**src/rtl/coeff_loader.sv**
```systemverilog
// Coefficient loader: packs host bytes into DEPTH-bit words and writes WORDS of them to the
// coefficient memory. Define COEFF_LOADER_VERIFY_EN to add XOR-checksum readback verification.
module coeff_loader #(
  parameter  int DEPTH = 24,
  parameter  int WORDS = 8,
  localparam int AW    = $clog2(WORDS)
) (
  input  logic             clk_i,
  input  logic             rst_ni,
  input  logic             start_i,
  input  logic             in_valid_i,
  input  logic [7:0]       in_data_i,
  output logic             in_ready_o,
  output logic             mem_ce_o,
  output logic             mem_we_o,
  output logic [AW-1:0]    mem_a_o,
  output logic [DEPTH-1:0] mem_d_o,
  input  logic [DEPTH-1:0] mem_q_i,
  output logic             busy_o,
  output logic             done_o,
  output logic             error_o
);

  localparam int BPW = (DEPTH + 7) / 8;
  localparam int SW  = 8 * BPW;
  localparam int CW  = $clog2(BPW + 1);

  typedef enum logic [2:0] {
    S_IDLE, S_LOAD, S_WRITE, S_READ, S_DRAIN, S_CHECK
  } state_e;

  state_e           state_q, state_d;
  logic [AW-1:0]    addr_q, addr_d;
  logic [CW-1:0]    cnt_q, cnt_d;
  logic [SW-1:0]    shift_q, shift_d;
  logic             in_ready_q, in_ready_d;
  logic             ce_q, ce_d;
  logic             we_q, we_d;
  logic [AW-1:0]    mem_a_q, mem_a_d;
  logic [DEPTH-1:0] mem_d_q, mem_d_d;
  logic             busy_q, busy_d;
  logic             done_q, done_d;

  logic accept, last_byte, last_addr, start_ok;

  assign accept    = in_ready_q && in_valid_i;
  assign last_byte = (cnt_q == CW'(BPW - 1));
  assign last_addr = (addr_q == AW'(WORDS - 1));
  // CHECK already reports busy=0, so a start arriving there is honoured.
  assign start_ok  = start_i && (state_q == S_IDLE || state_q == S_CHECK);

`ifdef COEFF_LOADER_VERIFY_EN
  logic [DEPTH-1:0] checksum_q, checksum_d;
  logic [DEPTH-1:0] readback_q, readback_d;
  logic             rd_valid_q, rd_valid_d;
  logic             error_q, error_d;
`else
  logic             unused_mem_q;
  assign unused_mem_q = ^mem_q_i;
`endif

  always_ff @(posedge clk_i or negedge rst_ni) begin
    if (!rst_ni) begin
      state_q    <= S_IDLE;
      addr_q     <= '0;
      cnt_q      <= '0;
      shift_q    <= '0;
      in_ready_q <= 1'b0;
      ce_q       <= 1'b0;
      we_q       <= 1'b0;
      mem_a_q    <= '0;
      mem_d_q    <= '0;
      busy_q     <= 1'b0;
      done_q     <= 1'b0;
`ifdef COEFF_LOADER_VERIFY_EN
      checksum_q <= '0;
      readback_q <= '0;
      rd_valid_q <= 1'b0;
      error_q    <= 1'b0;
`endif
    end else begin
      state_q    <= state_d;
      addr_q     <= addr_d;
      cnt_q      <= cnt_d;
      shift_q    <= shift_d;
      in_ready_q <= in_ready_d;
      ce_q       <= ce_d;
      we_q       <= we_d;
      mem_a_q    <= mem_a_d;
      mem_d_q    <= mem_d_d;
      busy_q     <= busy_d;
      done_q     <= done_d;
`ifdef COEFF_LOADER_VERIFY_EN
      checksum_q <= checksum_d;
      readback_q <= readback_d;
      rd_valid_q <= rd_valid_d;
      error_q    <= error_d;
`endif
    end
  end

  always_comb begin
    state_d = state_q;
    case (state_q)
      S_IDLE, S_CHECK: state_d = start_ok ? S_LOAD : S_IDLE;
      S_LOAD:          if (accept && last_byte) state_d = S_WRITE;
      S_WRITE: begin
        if (last_addr) begin
`ifdef COEFF_LOADER_VERIFY_EN
          state_d = S_READ;
`else
          state_d = S_IDLE;
`endif
        end else begin
          state_d = S_LOAD;
        end
      end
      S_READ:          if (last_addr) state_d = S_DRAIN;
      S_DRAIN:         state_d = S_CHECK;
      default:         state_d = S_IDLE;
    endcase
  end

  // Outputs are registered, so their next values are derived from state_d.
  always_comb begin
    addr_d  = addr_q;
    cnt_d   = cnt_q;
    shift_d = shift_q;
    mem_d_d = mem_d_q;
    if (start_ok) begin
      addr_d  = '0;
      cnt_d   = '0;
      shift_d = '0;
    end
    if (accept) begin
      shift_d = (shift_q << 8) | SW'(in_data_i);
      cnt_d   = last_byte ? '0 : cnt_q + CW'(1);
      if (last_byte) mem_d_d = shift_d[DEPTH-1:0];
    end
    if (state_q == S_WRITE || state_q == S_READ) begin
      addr_d = last_addr ? '0 : addr_q + AW'(1);
    end

    in_ready_d = (state_d == S_LOAD);
    ce_d       = (state_d == S_WRITE) || (state_d == S_READ);
`ifdef COEFF_LOADER_VERIFY_EN
    we_d       = (state_d == S_WRITE);
`else
    we_d       = ce_d;
`endif
    mem_a_d    = ce_d ? addr_d : '0;
    busy_d     = (state_d == S_LOAD) || (state_d == S_WRITE) ||
                 (state_d == S_READ) || (state_d == S_DRAIN);
    done_d     = (state_q == S_WRITE && state_d == S_IDLE) || (state_d == S_CHECK);

`ifdef COEFF_LOADER_VERIFY_EN
    checksum_d = checksum_q;
    readback_d = readback_q;
    error_d    = error_q;
    rd_valid_d = ce_q && !we_q;
    if (state_q == S_WRITE) checksum_d = checksum_q ^ mem_d_q;
    if (rd_valid_q)         readback_d = readback_q ^ mem_q_i;
    if (start_ok) begin
      checksum_d = '0;
      readback_d = '0;
      error_d    = 1'b0;
    end
    if (state_d == S_CHECK) error_d = (readback_d != checksum_q);
`endif
  end

  assign in_ready_o = in_ready_q;
  assign mem_ce_o   = ce_q;
  assign mem_we_o   = we_q;
  assign mem_a_o    = mem_a_q;
  assign mem_d_o    = mem_d_q;
  assign busy_o     = busy_q;
  assign done_o     = done_q;
`ifdef COEFF_LOADER_VERIFY_EN
  assign error_o    = error_q;
`else
  assign error_o    = 1'b0;
`endif

endmodule
```
**config.mk**
```make
export PLATFORM = sky130hd
export DESIGN_NAME = coeff_loader
export DESIGN_NICKNAME = d
export VERILOG_FILES = /design/src/rtl/coeff_loader.sv
export SDC_FILE = /design/constraint.sdc
export NUM_CORES = 1
export LEC_CHECK = 0
export ABC_AREA = 0
export ABC_CLOCK_PERIOD_IN_PS = 2400
export CORE_MARGIN = 1
export CORE_UTILIZATION = 50
export DETAILED_ROUTE_END_ITERATION = 12
export GPL_TIMING_DRIVEN = 0
export PLACE_DENSITY = 0.95
export REMOVE_ABC_BUFFERS = 1
export SYNTH_ARGS = -nofsm -noshare
export SYNTH_HDL_FRONTEND = slang
export SYNTH_SLANG_ARGS = --single-unit
```
**constraint.sdc**
```tcl
create_clock -name clk_i -period 2.4 [get_ports clk_i]
set_input_delay 0.24 -clock clk_i [delete_from_list [all_inputs] [get_ports clk_i]]
set_output_delay 0.24 -clock clk_i [all_outputs]
set_load 0.01 [all_outputs]
```
==> summary.txt <==
Placed design
  • Port bufs: 43
  • Final HPWL DP: 2.72 mm
  • Cells after DPL: 240
  • Routability Congestion: 0.810

Yosys
  • Netlist cell types: 33
  • Post-Synthesis Cells: 156
  • Synth Flop Type: dfrtp_1
  • Top cells by area, synth: dfrtp_1 62%, mux2_2 13%, a22o_1 7.1%
  • Top cell type's share of synthesized area: about 62%
  • Synthesis-stage register bit count: 55
  • Asr flop ratio synth: 100%
  • Synth area leader: dfrtp_1
  • EDFF count, synth: 0
  • Synth warnings: 0
  • Post-Syn Area: 2230 um2
  • Post-synthesis sequential area ratio: 61.6%
  • Mapped Avg Cell Area: about 14 um2

Clocking
  • Worst skew pair latency: about 320 ps
  • Clock-pin slew on the worst setup and hold paths: 100 ps
  • Max H-tree Level: 2
  • Post-cts sizing count: 0
  • CTS tree: done
  • Total CTS buffers: 5
  • Clk buf depth: 2
  • TritonCTS Sinks: 55
  • Post-CTS Setup Repair Bufs: 0
  • Clock root buffer: clkbuf_8

Timing
  • Worst-Margin Slew: 788 ps
  • Final Setup Violations: 0
  • Setup TNS: 0 ps
  • Final hold viol count: 0
  • Setup Skew: 10.5 ps
  • Period minus WS final: 1760 ps
  • Worst hold slack: around 460 ps
  • RSZ-0062 raised after global routing: false
  • Period utilization: 73.3%
  • Max-slew violations: 0
  • Fmax: 0.568 GHz
  • Slew Limit Headroom: 47.5%

GRT
  • First-pass GRT wire length: 6.27 mm
  • Total GRT Usage: 18.9%
  • Gr ovfl total: 0
  • Antenna violations before repair: 0
  • Largest net degree at the start of global routing: 29
  • Vias in the first global route: around 1400

Critical path
  • Critical Path Max Stage Delay: 500 ps
  • Crit path kind: flop to flop
  • CP Launch Type: flop
  • CP Cell Sequence: nand4b_4, mux2_2, o311a_1
  • Setup crit end kind: flop
  • Slowest stage cell, crit path: nand4b_4
  • CP Max Fanout: 27
  • Required time of the critical path: 2600 ps
  • CP Data Arrival Time: 1960 ps

Drt
  • Routed wire per std cell: 16.0 um
  • Detail Route Antenna Nets: 0
  • DR pass1 iterations: 5
  • Vias: 1400
  • Initial DRC Count: 79
  • Via/cell ratio: 5.62
  • DRC viols: 0
  • Drt total wl: around 4.0 mm

Die
  • Core Area: around 4100 um2
  • Initial Util: 53.9%
  • Die Wd: 68.9 um
  • Die Y: 68.9 um
  • Die ar.: around 4700 um2
  • Rows: 23
  • I/O pin count: 69

Power and ir drop
  • Sequential share of power: about 46%
  • VDD IR max: approximately 0.00066 V
  • Switching share of power: 32.9%
  • Logic pwr share: ~40%
  • Lkg Pwr: 0.00124 uW
  • Clock power share: 14.9%
  • PD cells: 1270 nW/um2
  • Internal power consumption: 2370 uW
  • Sw Pwr: 1160 uW

Layout
  • Post-route insts no fill: ~250
  • Reg area: 1380 um2
  • # diodes: 0
  • Most common cell after layout, fill and taps aside: dfrtp_1
  • Fillers: 316
  • Final core utilization: 67.1%
  • Nets: 236
  • Layout cells sized above 1: 21.1%
  • Multi-input logic area: 777 um2
  • Most frequent cells in the layout: 55 x dfrtp_1, 42 x clkdlybuf4s50_1, 26 x mux2_2
  • Area grow syn2layout: 24.4%

Run
  • Max-cap viol count: 0

Min path
  • Hold Crit Class: input pin to async pin

Status
  • Status: finished clean
-- synthesized netlist by cell type (2+ instances only) --
| library cell | n |
|---|---|
| buf_2 | 5 |
| o21ai_0 | 2 |
| buf_4 | 2 |
| nand2b_1 | 3 |
| a22o_1 | 18 |
| nor3_1 | 3 |
| and2_1 | 3 |
| buf_6 | 2 |
| nor2b_1 | 3 |
| mux2_2 | 26 |
| o221ai_1 | 2 |
| ha_1 | 2 |
| o211ai_1 | 2 |
| nor2_1 | 7 |
| dfrtp_1 | 55 |
| inv_1 | 4 |
-- state kept, by name (all words and copies together), names as in the netlist --
name and flops:
mem_d_o 24, shift_q 16, addr_q 3, mem_a_o 3
state_q 3, cnt_q 2, busy_o 1, done_o 1
in_ready_o 1, mem_we_o 1
-- per-layer routing --
metal  global-route usage, %  share of wire, %  up-vias
met5                       0                 0        -
met4                    9.18               1.7        0
met3                    4.28               5.4        7
met2                    30.2                48       37
met1                    24.1                45      711
li1                        -                 -      645
-- worst max-delay path, delay by kind of cell (launching register included) --
family | cells | cell delay [ps]
flip-flops | 1 | 420
AND/OR/NAND/NOR | 1 | 500
AO/OA/AOI/OAI | 1 | 280
multiplexers | 1 | 450
-- through the flow --
stage	cell area (um2)	worst slack, ps	power [uW]
5_1_grt	2780	527	3770
6_report	2780	641	3530
2_1_floorplan	2170	864	2360
3_5_place_dp	2680	302	3040
3_3_place_gp	2660	-472	2960
4_1_cts	2780	631	3580
-- cell families after synthesis --
| kind of cell | synth area share [%] |
|---|---|
| AND/OR/NAND/NOR | 6.89 |
| adder cells (fa/ha/maj) | 1.12 |
| AO/OA/AOI/OAI | 12.7 |
| XOR/XNOR | 0.392 |
| multiplexers | 13.5 |
| buffers and inverters | 3.64 |
| flip-flops | 61.6 |
| other | 0.168 |
-- layout make-up --
type,instances,area share (%)
timing repair buffer,45,16.4
tap,50,2.25
clock inverter,3,0.855
clock buffer,5,2.48
sequential,55,49.5
inverter,4,0.540
multi-input combinational,87,28.0
-- repair_timing --
action / CTS / global route
hold buffers: 1 / 0
endpoints found under the setup margin: 0 / 0
endpoints found under the hold margin: 27 / 0
-- final timing paths --
kind                                   startpoint  cells after the start                       to  slack [ps]
max                          cnt_q[0]$_DFFE_PN0P_                      3     state_q[0]$_DFF_PN0_         640
min reg2reg                mem_d_o[5]$_DFFE_PN0P_                      1   mem_d_o[5]$_DFFE_PN0P_         510
min in group clk_i         mem_d_o[5]$_DFFE_PN0P_                      1   mem_d_o[5]$_DFFE_PN0P_         510
min                                        rst_ni                      2  shift_q[12]$_DFFE_PN0P_         460
max in group asynchronous                  rst_ni                      3         busy_o$_DFF_PN0_        1360
max reg2reg                  cnt_q[0]$_DFFE_PN0P_                      3     state_q[0]$_DFF_PN0_         640
-- power by group through the flow --
stage	registers, uW	logic (uW)	clock network (uW)
5_1_grt	1670	1530	572
4_1_cts	1610	1420	544
2_1_floorplan	1680	681	0
6_report	1610	1400	526
3_3_place_gp	1600	1360	0
3_5_place_dp	1630	1420	0
(Power assumes the default switching activity.)
